[config.mk]
export PLATFORM = sky130hd
export DESIGN_NAME = hazard_control_unit
export DESIGN_NICKNAME = d
export VERILOG_FILES = /design/src/rtl/hazard_control_unit.sv
export SDC_FILE = /design/constraint.sdc
export NUM_CORES = 1
export LEC_CHECK = 0
export CAP_MARGIN = 20
export CORE_ASPECT_RATIO = 0.7
export CORE_MARGIN = 3
export CORE_UTILIZATION = 29
export DETAILED_ROUTE_END_ITERATION = 12
export PLACE_DENSITY = 0.6
export SLEW_MARGIN = 30
export SYNTH_ARGS = -nofsm -noshare
export SYNTH_HDL_FRONTEND = slang
export SYNTH_SLANG_ARGS = --single-unit
[constraint.sdc]
create_clock -name clk -period 2.15 [get_ports clk]
set_clock_uncertainty 0.15 [all_clocks]
set_input_delay 0.215 -clock clk [delete_from_list [all_inputs] [get_ports clk]]
set_output_delay 0.215 -clock clk [all_outputs]
set_load 0.005 [all_outputs]
[src/rtl/hazard_control_unit.sv]
// hazard_control_unit
// Pipeline hazard controller for a five-stage in-order core. Resolves
// load-use stalls, taken-branch flushes and data-memory wait states, and
// raises a sticky error when a memory access waits too long.
// Outputs are combinational from the FSM state and the current inputs so the
// pipeline sees the decision in the same cycle.
// Optional build macro: HAZARD_STATS_EN enables the stall_cycles statistics
// counter; without it the port stays present and reads constant 0.
module hazard_control_unit #(
    parameter int MEM_TIMEOUT = 15,
    parameter int CNT_W       = 16
) (
    input  logic             clk,
    input  logic             rst_n,
    input  logic [4:0]       IF_ID_Rs,
    input  logic [4:0]       IF_ID_Rt,
    input  logic             ID_UsesRt,
    input  logic [4:0]       ID_EX_Rt,
    input  logic             ID_EX_MemRead,
    input  logic             Branch_Taken,
    input  logic             EX_MEM_MemAccess,
    input  logic             dmem_ready,
    input  logic             err_clear,
    output logic             PC_Write,
    output logic             IF_ID_Write,
    output logic             IF_ID_Flush,
    output logic             ID_EX_Bubble,
    output logic             Pipe_Freeze,
    output logic             mem_timeout,
    output logic [CNT_W-1:0] stall_cycles
);

    typedef enum logic [1:0] {
        RUN      = 2'd0,
        MEM_WAIT = 2'd1,
        TIMEOUT  = 2'd2
    } state_t;

    localparam logic [CNT_W-1:0] ONE_CNT     = CNT_W'(1);
    localparam logic [CNT_W-1:0] TIMEOUT_CNT = CNT_W'(MEM_TIMEOUT);

    state_t           state_reg;
    logic [CNT_W-1:0] wait_cnt_reg;
    logic [CNT_W-1:0] wait_cnt_next;
    logic             mem_timeout_reg;

    logic load_use;
    logic mem_stall;

    // Hazard detection from the current pipeline contents
    always_comb begin
        load_use  = ID_EX_MemRead && (ID_EX_Rt != 5'd0) &&
                    ((ID_EX_Rt == IF_ID_Rs) || (ID_UsesRt && (ID_EX_Rt == IF_ID_Rt)));
        mem_stall = EX_MEM_MemAccess && !dmem_ready;
    end

    // Control outputs: reset gating first, then freeze > flush > load-use bubble
    always_comb begin
        PC_Write     = 1'b0;
        IF_ID_Write  = 1'b0;
        IF_ID_Flush  = 1'b0;
        ID_EX_Bubble = 1'b0;
        Pipe_Freeze  = 1'b0;
        if (rst_n) begin
            if (state_reg == TIMEOUT || mem_stall) begin
                // Whole pipeline holds; front end neither advances nor flushes
                Pipe_Freeze = 1'b1;
            end else if (Branch_Taken) begin
                // Wrong-path instructions in IF/ID and ID are squashed; any
                // load-use hazard belongs to a squashed instruction
                PC_Write     = 1'b1;
                IF_ID_Write  = 1'b1;
                IF_ID_Flush  = 1'b1;
                ID_EX_Bubble = 1'b1;
            end else if (load_use) begin
                // Hold IF and ID, inject one bubble; the bubble clears
                // ID_EX_MemRead so the stall lasts exactly one cycle
                ID_EX_Bubble = 1'b1;
            end else begin
                PC_Write    = 1'b1;
                IF_ID_Write = 1'b1;
            end
        end
    end

    // Wait counter value after one more stalled cycle
    always_comb begin
        wait_cnt_next = (state_reg == MEM_WAIT) ? (wait_cnt_reg + ONE_CNT) : ONE_CNT;
    end

    // FSM: tracks memory wait duration and the sticky timeout error
    always_ff @(posedge clk or negedge rst_n) begin
        if (!rst_n) begin
            state_reg       <= RUN;
            wait_cnt_reg    <= '0;
            mem_timeout_reg <= 1'b0;
        end else begin
            case (state_reg)
                RUN, MEM_WAIT: begin
                    if (mem_stall) begin
                        wait_cnt_reg <= wait_cnt_next;
                        if (wait_cnt_next >= TIMEOUT_CNT) begin
                            state_reg       <= TIMEOUT;
                            mem_timeout_reg <= 1'b1;
                        end else begin
                            state_reg <= MEM_WAIT;
                        end
                    end else begin
                        // Access completed (or none pending): back to normal flow
                        state_reg    <= RUN;
                        wait_cnt_reg <= '0;
                    end
                end
                TIMEOUT: begin
                    if (err_clear) begin
                        state_reg       <= RUN;
                        wait_cnt_reg    <= '0;
                        mem_timeout_reg <= 1'b0;
                    end
                end
                default: begin
                    state_reg    <= RUN;
                    wait_cnt_reg <= '0;
                end
            endcase
        end
    end

    assign mem_timeout = mem_timeout_reg;

`ifdef HAZARD_STATS_EN
    logic [CNT_W-1:0] stall_cnt_reg;

    // Saturating count of cycles in which the PC did not advance
    always_ff @(posedge clk or negedge rst_n) begin
        if (!rst_n) begin
            stall_cnt_reg <= '0;
        end else if (!PC_Write && (stall_cnt_reg != {CNT_W{1'b1}})) begin
            stall_cnt_reg <= stall_cnt_reg + ONE_CNT;
        end
    end

    assign stall_cycles = stall_cnt_reg;
`else
    assign stall_cycles = '0;
`endif

endmodule

# Word level (Yosys, flattened, before mapping)

Cells that the tools add are included.

Bits in registers: 19
Latch bits: 0
Bits in writable memories: 0
ROM bits: 0
Input bits: 23
Word-level logic and storage cells: 49
Memories kept: 0

Add/sub/neg operators: 1
$mul: 0
Divide/modulo/power cells: 0
Magnitude comparators: 1
Eq/ne operators: 7
Shift operators: 0
Multiplexer cells: 25
Bitwise gates (word level): 0
Reductions and logical operators: 12

Operators by type and width:

| operator              | count |
|---|---|
| $mux 16               | 3 |
| $pmux 16 s2           | 1 |
| $add 16x1->16 const B | 1 |
| $ge 16x4->1 const B   | 1 |
| $mux 1                | 16 |
| $eq 5x5->1            | 2 |
| $mux 2                | 3 |
| $ne 2x2->1 const B    | 3 |
| $reduce_bool 5->1     | 1 |
| $logic_and 1x1->1     | 4 |
| $pmux 2 s2            | 1 |
| $reduce_and 4->1      | 1 |
| $eq 2x1->1 const B    | 1 |
| $eq 2x2->1 const B    | 1 |
| $logic_not 2->1       | 1 |
| $logic_or 1x1->1      | 2 |
| $pmux 1 s2            | 1 |
| $reduce_bool 2->1     | 1 |
| $reduce_or 2->1       | 1 |
| $logic_not 1->1       | 1 |

# Logic depth before layout (Yosys ltp)

Gate-level depths: netlist (run 1).

Depth in word-level cells: 8
Gate-level depth with buffers: 7
Mapped depth without buffers: 7

# Worst setup path after synthesis (run 1)

No wires, ideal clock.

Kind: register to register
Start: register wait_cnt_reg[0]
End: register mem_timeout_reg, in the netlist mem_timeout
Library setup time: 0.137 ns
Arrival: 1.840 ns
Data required time: 1.863 ns
Setup slack: 0.023 ns
Stages on the path, launching flop included: 8
Buffers on the path: 0
Period minus slack after synthesis: 2.127 ns
Cell sequence: dfrtp_1 -> ha_1 -> nand4_2 -> nor4_4 -> a211oi_1 -> or3_1 -> nor3_1 -> a21oi_1

Word-level cells in the longest chain between the ends: 5

Ends and longest elaborated chain:

| item                              | line | source |
|---|---|---|
| start, declared                   | 43   | `logic [CNT_W-1:0] wait_cnt_reg;` |
| start signal, assigned            | 101  | `wait_cnt_reg <= wait_cnt_next;` |
| $add 16x1->16                     | 88   | `wait_cnt_next = (state_reg == MEM_WAIT) ? (wait_cnt_reg + ONE_CNT) : ONE_CNT;` |
| $mux 16                           | 88   |  |
| $ge 16x4->1                       | 102  | `if (wait_cnt_next >= TIMEOUT_CNT) begin` |
| $ne 2x2->1 (no source line)       | -    |  |
| $reduce_and 4->1 (no source line) | -    |  |
| end signal, assigned              | 96   | `mem_timeout_reg <= 1'b0;` |
| end signal, assigned              | 104  | `mem_timeout_reg <= 1'b1;` |
| end signal, assigned              | 118  | `mem_timeout_reg <= 1'b0;` |
| end, declared                     | 45   | `logic mem_timeout_reg;` |

No other way between the ends.
A chain may end at the register's enable or synchronous reset.

# Final worst setup path (run 1)

Start: register wait_cnt_reg[0]
End: register state_reg[0]

Word-level cells in the longest chain between the ends: 6

Ends and longest elaborated chain:

| item                 | line | source |
|---|---|---|
| $add 16x1->16        | 88   |  |
| $mux 16              | 88   |  |
| $ge 16x4->1          | 102  |  |
| $mux 2               | 102  |  |
| $mux 2               | 100  | `if (mem_stall) begin` |
| $pmux 2 s2           | 98   | `case (state_reg)` |
| end signal, assigned | 103  | `state_reg <= TIMEOUT;` |
| end signal, assigned | 106  | `state_reg <= MEM_WAIT;` |
| end signal, assigned | 110  | `state_reg <= RUN;` |
| end, declared        | 42   | `state_t state_reg;` |

No other way between the ends.

==> results of run 1 <==
[final timing paths]
check                      slack, ns        startpoint                to
max                             0.09   wait_cnt_reg[0]      state_reg[0]
min                             0.23             rst_n   wait_cnt_reg[1]
max reg2reg                     0.09   wait_cnt_reg[0]      state_reg[0]
min reg2reg                     0.37  wait_cnt_reg[15]  wait_cnt_reg[15]
max in group asynchronous       1.41             rst_n   wait_cnt_reg[7]
min in group clk                0.37  wait_cnt_reg[15]  wait_cnt_reg[15]
[area by class of cell]
cell class	count	area (um^2)	share of cell area, %
Multi-Input combinational cell	157	937	45.4
Timing Repair Buffer	59	508	24.6
Inverter	2	7.51	0.364
Tap cell	69	86.3	4.18
Clock buffer	3	41.3	2.00
Sequential cell	19	475	23.0
Clock inverter	1	7.51	0.364
[kinds of logic after synthesis]
family                   count (synthesis)
other                                    1
multiplexers                             1
AND/OR/NAND/NOR                         75
adder cells (fa/ha/maj)                  1
XOR/XNOR                                15
flip-flops                              19
buffers and inverters                   26
AO/OA/AOI/OAI                           49
[what timing repair did]
item,4_1_cts,5_1_grt
pin swaps,5,5
hold buffers,0,0
setup endpoints to repair,4,7
setup buffers,1,3
resized for setup,10,11
[stage by stage]
stage	instance area, um^2	setup slack, ns
2_1_floorplan	1550	0.0227
4_1_cts	2030	0.0395
6_report	2060	0.0939
3_5_place_dp	1970	-0.337
3_3_place_gp	1970	-0.329
5_1_grt	2060	-0.0131
[power by group through the flow]
stage	Clock, mW	Combinational [mW]	Sequential (mW)
after global placement	0	0.132	0.368
after global routing	0.289	0.146	0.361
after floorplan	0	0.0662	0.368
final	0.263	0.132	0.361
after CTS	0.279	0.129	0.361
after detailed placement	0	0.131	0.368
[layout by cell type (no fill, tap or decap), types with 4 or more instances in the layout]
cell,n
buf_4,30
dlygate4sd2_1,4
nor2_1,22
conb_1,16
a21oi_1,10
nor2b_1,5
xnor2_1,7
clkdlybuf4s50_1,20
nand3_1,6
o21ai_0,22
xor2_1,8
dfrtp_1,19
nand2_1,16
nor3_1,5
o31ai_1,5
[critical path, stage by stage (launching register included)]
cell	delay, ns
dfrtp_1	0.40
ha_2	0.23
nand4_4	0.14
o41a_1	0.43
a211oi_1	0.22
or3_4	0.18
nor2_1	0.04
and3_1	0.18
[per-layer routing]
layer | share of wire [%] | vias to the layer above
met5 | 0 | -
li1 | - | 738
met2 | 44 | 27
met1 | 52 | 676
met3 | 3.1 | 4
met4 | 1.0 | 0
==> summary.txt, run 1 <==
status = complete, no violations
H-tree depth = 1
met1 usage = 19.4%
simple-gate share of the synthesized area = 26.5%
Post-Place Cells = 302
Die Area = 0.00605 mm^2
Worst Path Max Fanout = 3
met2 Usage GRT = 20.0%
synthesized flop and latch total = 19
routed length per instance = 12.9 um
Sw Ratio = 25.6%
Final Core Density = 42.4%
Total Power = 0.756 mW
Ys Warns = 0
Top Usage Layer GRT = met2
Sink Count = 19
clock transition at the registers of the reported paths = 0.08 ns
synthesized-area fraction occupied by adder cells = 0.840%
first-pass GRT wire length = 6380 um
xor/xnor share of the synthesized area = 8.82%
Crit. End Element = flip-flop
Die Ht = 66.0 um
max_cap viols = 0
layout cells sized above 1 = 19.9%
vias in the first global route = 1,290
initial antenna violation count = 0
Required @ worst endpoint = 2.16 ns
R2R depth = 7
CTS Buf Count = 3
port buffer count = 28
Finished Layout Cells = 310
Seq pwr share = 47.8%
Routed Antenna Nets = 0
max FFs per register = 16
total grt overflow = 0
main flop type after synthesis = dfrtp_1
Area Overhead vs Synth = 38.5%
setup TNS = 0 ns
Max Slew Vio Count = 0
fin crit period = 2.06 ns
largest family of logic cells by synthesized area = simple AND/OR/NAND/NOR gates
starting density of the core = 30.7%
Setup violations, final = 0
io pins = 45
compound-gate portion of the synthesized area = 19.9%
Ant. Diodes = 0
DP HPWL = 3060 um
Peak VDD IR = 0.182 mV
area fraction of the dominant cell type after synthesis = 31.9%
ys async rst share = 100%
Initial DRC Count = 53
clk_lat worst skew = 0.26 ns
cell area after synthesis = 0.00149 mm^2
Seq/Total Area, Yosys = 31.9%
Comb pwr share = 17.5%
CTS tree = built
Int Pwr = 0.563 mW
Synth area leaders = dfrtp_1 32%, buf_4 8.6%, o21ai_0 7.7%, nor2_1 5.5%, xor2_1 4.7%
GRT Overall Usage = 13.3%
Root Buffer = clkbuf_8
final hold viol count = 0
Min-Delay Path Class = input port to async pin
sw power = 0.193 mW
Max Fclk = 0.486 GHz
row count = 21
commonest cells in the netlist = 23 x o21ai_0, 22 x nor2_1, 19 x dfrtp_1, 17 x buf_4, 16 x nand2_1
CP Launch Type = flip-flop
Detailed Routing Iterations Pass 1 = 4
cell leakage power = 0.938 nW
hold_ws = 0.228 ns
count leader, synth = o21ai_0
Cell Pwr Density = 366 mW/mm^2
die width = 91.7 um
Fillers = 505
Syn Area/Cell = 7.97 um^2
drt total wl = 4010 um
Final Cycle Share = 95.6%
Core Box Area = 0.00486 mm^2
critical path type = flip-flop to flip-flop
Clk network pwr share = 34.7%
Synth area leader = dfrtp_1
crit path DAT = 2.07 ns
Final Wtd Congestion = 0.794
largest net degree at the start of global routing = 20
nets@finish = 266
DRC viols = 0
number of flops mapped to enable cells by yosys = 0
post-synthesis mux area share = 0.672%
vias per cell = 4.66
Synth Instances = 187
grt met3 use = 2.73%
DR vias = 1,445
Yosys cell types = 38
Max clock buf depth = 2
Power figures use the tool's default switching activity.
==> run 2, diff against run 1 <==
CELL_PAD_IN_SITES_DETAIL_PLACEMENT = 0   (was unset)
CELL_PAD_IN_SITES_GLOBAL_PLACEMENT = 1   (was unset)
PLACE_DENSITY = 0.77   (was 0.6)
clock period = 1.8 ns   (was 2.15 ns; I/O delays follow)
==> summary.txt, run 2 (synthesis gave the netlist of run 1 again) <==
status = finished, violations left
violated checks = negative setup slack
critical path type = flip-flop to flip-flop
clk_lat worst skew = 0.26 ns
Initial DRC Count = 53
final worst slack = -0.177 ns
Die Area = 0.00605 mm^2
DP HPWL = 3280 um
Final Core Density = 47.9%
fin crit period = 1.98 ns
first-pass GRT wire length = 7110 um
Final Cycle Share = 110%
Total Power = 0.905 mW
Sw Ratio = 25.6%
largest net degree at the start of global routing = 19
Detailed Routing Iterations Pass 1 = 4
CTS Buf Count = 3
max_cap viols = 0
Cell Pwr Density = 389 mW/mm^2
vias in the first global route = 1,467
FF+latch area = 478 um^2
Peak VDD IR = 0.204 mV
DR vias = 1,558
sw power = 0.231 mW
crit path DAT = 2.03 ns
Min-Delay Path Class = input port to async pin
most common cell after layout, fill and taps aside = buf_4
RSZ-0062 raised after global routing = true
Seq pwr share = 47.8%
Slowest Stage Delay on Critical Path = 0.37 ns
total grt overflow = 0
clock transition at the registers of the reported paths = 0.08 ns
hold_ws = 0.162 ns
Root Buffer = clkbuf_8
most frequent cells in the layout = 54 x buf_4, 18 x nor2_1, 17 x dfrtp_1
Sink Count = 19
Int Pwr = 0.674 mW
die width = 91.7 um
drt total wl = 4430 um
Core Box Area = 0.00486 mm^2
Die Ht = 66.0 um
Fillers = 489
Max Fclk = 0.506 GHz
layout cells sized above 1 = 36.2%
CTS tree = built
nets@finish = 290
row count = 21
port buffer count = 28
max FFs per register = 16
Max clock buf depth = 2
Crit. End Element = flip-flop
Place WS = -0.660 ns
Required @ worst endpoint = 1.85 ns
io pins = 45
final hold viol count = 0
DRC viols = 0
Multi-input gate area = 0.00105 mm^2
critical path, cell by cell = nand4_1 > or2_4 > nor3_4 > xor2_1 > o41ai_2 > buf_4 > and3_1
Max Slew Vio Count = 0
setup TNS = -0.486 ns
Slowest cell on crit path = dfrtp_1
H-tree depth = 1
CP top delay family = simple AND/OR/NAND/NOR gates
CP Launch Type = flip-flop
Setup violations, final = 4
cell leakage power = 1.10 nW
Area Overhead vs Synth = 56.3%
GRT Overall Usage = 14.7%
Worst Path Buf+Inv = 1
Final Wtd Congestion = 0.792
starting density of the core = 30.7%
CTS Hold Bufs = 0
routed length per instance = 13.3 um
Ant. Diodes = 0
initial antenna violation count = 0
Comb pwr share = 18.1%
Worst Path Max Fanout = 3
Clk network pwr share = 34.1%
Routed Antenna Nets = 0
vias per cell = 4.66
[run 2: cell count changes in the layout (fill, tap and decap cells not counted), moves of 4 or more]
cell	delta
buf_4	+24
clkdlybuf4s50_1	-9
o21ai_0	-6
o21ai_1	+5
nor2_1	-4
nor2_2	+4
[run 2: worst reg2reg max path, delay by kind of cell (launching register included)]
kind                      cells  cell delay, ns
and+or+nand+nor               4            0.74
DFF                           1            0.37
AOI/OAI and AO/OA             1            0.36
buffers and inverters         1            0.18
xor gates and xnor gates      1            0.12
[run 2: per-layer routing]
metal	wire length [um]	vias up	global-route usage, %
li1	-	788	-
met1	2190	738	21.3
met2	2050	30	23.3
met3	162	2	3.19
met4	19	0	1.13
met5	0	-	0
[run 2: stage by stage]
stage / std cells / instance area [um^2]
global route: 334 / 2330
detailed placement: 322 / 2140
floorplan: 202 / 1590
CTS: 335 / 2260
finish: 334 / 2330
global placement: 322 / 2140
[run 2: repair_timing]
action,CTS,global route
setup buffers,9,2
setup endpoints to repair,11,20
pin swaps,15,12
gates resized for setup,38,37
[run 2: worst paths after layout]
kind	end	from	depth (start not counted)	slack, ns
worst min-delay path	wait_cnt_reg[1]	rst_n	2	0.16
worst max register to register	state_reg[0]	wait_cnt_reg[4]	7	-0.18
min in group clk	wait_cnt_reg[15]	wait_cnt_reg[15]	2	0.40
worst min register to register	wait_cnt_reg[15]	wait_cnt_reg[15]	2	0.40
worst max-delay path	state_reg[0]	wait_cnt_reg[4]	7	-0.18
max in group asynchronous	wait_cnt_reg[0]	rst_n	3	1.13
[run 2: area by class of cell]
cell class | instances | share of cell area, %
inverters | 2 | 0.322
well taps | 69 | 3.71
multi-input cells | 157 | 45.2
repair buffers | 83 | 28.4
flip-flops and latches | 19 | 20.5
clock buffers | 4 | 1.93
[run 2: power groups by stage]
stage                     registers [mW]  clock network (mW)  logic [mW]
after floorplan                    0.441                   0      0.0799
after global placement             0.441                   0       0.157
after detailed placement           0.441                   0       0.158
after CTS                          0.432               0.320       0.153
after global routing               0.433               0.348       0.181
final                              0.433               0.309       0.164
==> run 3, diff against run 2 <==
SKIP_CTS_REPAIR_TIMING = 1   (was unset)
==> summary.txt, run 3 (synthesis gave the netlist of run 1 again) <==
H-tree depth = 1
Die Area = 0.00605 mm^2
row count = 21
status = finished, violations left
DR vias = 1,514
Comb pwr share = 17.6%
Sink Count = 19
CP Launch Type = flip-flop
CTS Buf Count = 3
most frequent cells in the layout = 50 x buf_4, 19 x nor2_1, 16 x conb_1, 16 x dfrtp_1, 15 x nand2_1
Ant. Diodes = 0
CP top delay family = simple AND/OR/NAND/NOR gates
first-pass GRT wire length = 6820 um
die width = 91.7 um
total grt overflow = 0
initial antenna violation count = 0
Total Power = 0.902 mW
clk_lat worst skew = 0.26 ns
critical path, cell by cell = ha_4 > nand4_4 > nor4_4 > a211oi_2 > or3_4 > nor3_1 > a21oi_1
hold_ws = 0.158 ns
Slowest Stage Delay on Critical Path = 0.42 ns
Slowest cell on crit path = dfrtp_1
Sw Ratio = 25.3%
largest net degree at the start of global routing = 19
Root Buffer = clkbuf_8
Initial DRC Count = 70
cell leakage power = 1.16 nW
Clk network pwr share = 34.3%
final worst slack = -0.166 ns
starting density of the core = 30.7%
Area Overhead vs Synth = 54.6%
vias per cell = 4.62
RSZ-0062 raised after global routing = true
port buffer count = 28
nets@finish = 284
vias in the first global route = 1,422
DRC viols = 0
max_cap viols = 0
Core Box Area = 0.00486 mm^2
Worst Path Max Fanout = 5
final hold viol count = 0
clock transition at the registers of the reported paths = 0.07 ns
critical path type = flip-flop to flip-flop
Required @ worst endpoint = 1.80 ns
max FFs per register = 16
DP HPWL = 3280 um
Final Wtd Congestion = 0.792
Final Cycle Share = 109%
routed length per instance = 13.2 um
Max clock buf depth = 2
Seq pwr share = 48.0%
Cell Pwr Density = 391 mW/mm^2
io pins = 45
crit path DAT = 1.97 ns
Max Slew Vio Count = 0
Detailed Routing Iterations Pass 1 = 4
Routed Antenna Nets = 0
Worst Path Buf+Inv = 0
Int Pwr = 0.673 mW
Min-Delay Path Class = input port to async pin
most common cell after layout, fill and taps aside = buf_4
layout cells sized above 1 = 32.8%
Die Ht = 66.0 um
sw power = 0.228 mW
Max Fclk = 0.509 GHz
Peak VDD IR = 0.197 mV
Setup violations, final = 3
fin crit period = 1.97 ns
CTS tree = built
GRT Overall Usage = 14.0%
drt total wl = 4320 um
Crit. End Element = flip-flop
violated checks = negative setup slack
-- run 3: layout make-up --
type | instances | area, um^2
fill | 490 | 2560
multi-input combinational | 157 | 1010
timing repair buffer | 77 | 671
sequential | 19 | 479
tap | 69 | 86.3
clock buffer | 4 | 45.0
inverter | 2 | 7.51
-- run 3: final timing paths --
check                      depth (start not counted)  slack, ns             start          endpoint
min reg2reg                                        2       0.37  wait_cnt_reg[15]  wait_cnt_reg[15]
max                                                7      -0.17   wait_cnt_reg[1]       mem_timeout
max in group asynchronous                          3       1.12             rst_n   wait_cnt_reg[0]
min                                                2       0.16             rst_n   wait_cnt_reg[1]
max reg2reg                                        7      -0.17   wait_cnt_reg[1]       mem_timeout
min in group clk                                   2       0.37  wait_cnt_reg[15]  wait_cnt_reg[15]
-- run 3: through the flow --
stage	cells	util [%]	setup TNS [ns]	worst slack, ns	area, um^2
after detailed placement	322	44.0	-2.74	-0.660	2140
final	328	47.4	-0.456	-0.166	2300
after global placement	322	44.0	-2.73	-0.609	2140
after CTS	326	44.9	-3.01	-0.654	2180
after floorplan	202	-	-0.203	-0.0854	1590
after global routing	328	47.4	-0.913	-0.277	2300
-- run 3: routing by layer --
metal / wire (um) / up-vias / GRT usage [%]
li1: - / 773 / -
met3: 157 / 2 / 3.19
met1: 2190 / 712 / 20.8
met2: 1960 / 27 / 21.5
met5: 0 / - / 0
met4: 19 / 0 / 1.13
-- run 3: power by group through the flow --
stage                     clock [mW]  combinational (mW)  sequential, mW
after detailed placement           0               0.158           0.441
after CTS                      0.320               0.159           0.432
after global routing           0.348               0.176           0.433
after floorplan                    0              0.0799           0.441
final                          0.310               0.159           0.433
after global placement             0               0.157           0.441
-- run 3: worst register-to-register path, delay by kind of cell, from the launching register on --
kind                     cells  cell delay, ns
flip-flops                   1            0.42
adder cells (fa/ha/maj)      1            0.20
AND/OR/NAND/NOR              4            0.91
AO/OA/AOI/OAI                2            0.20
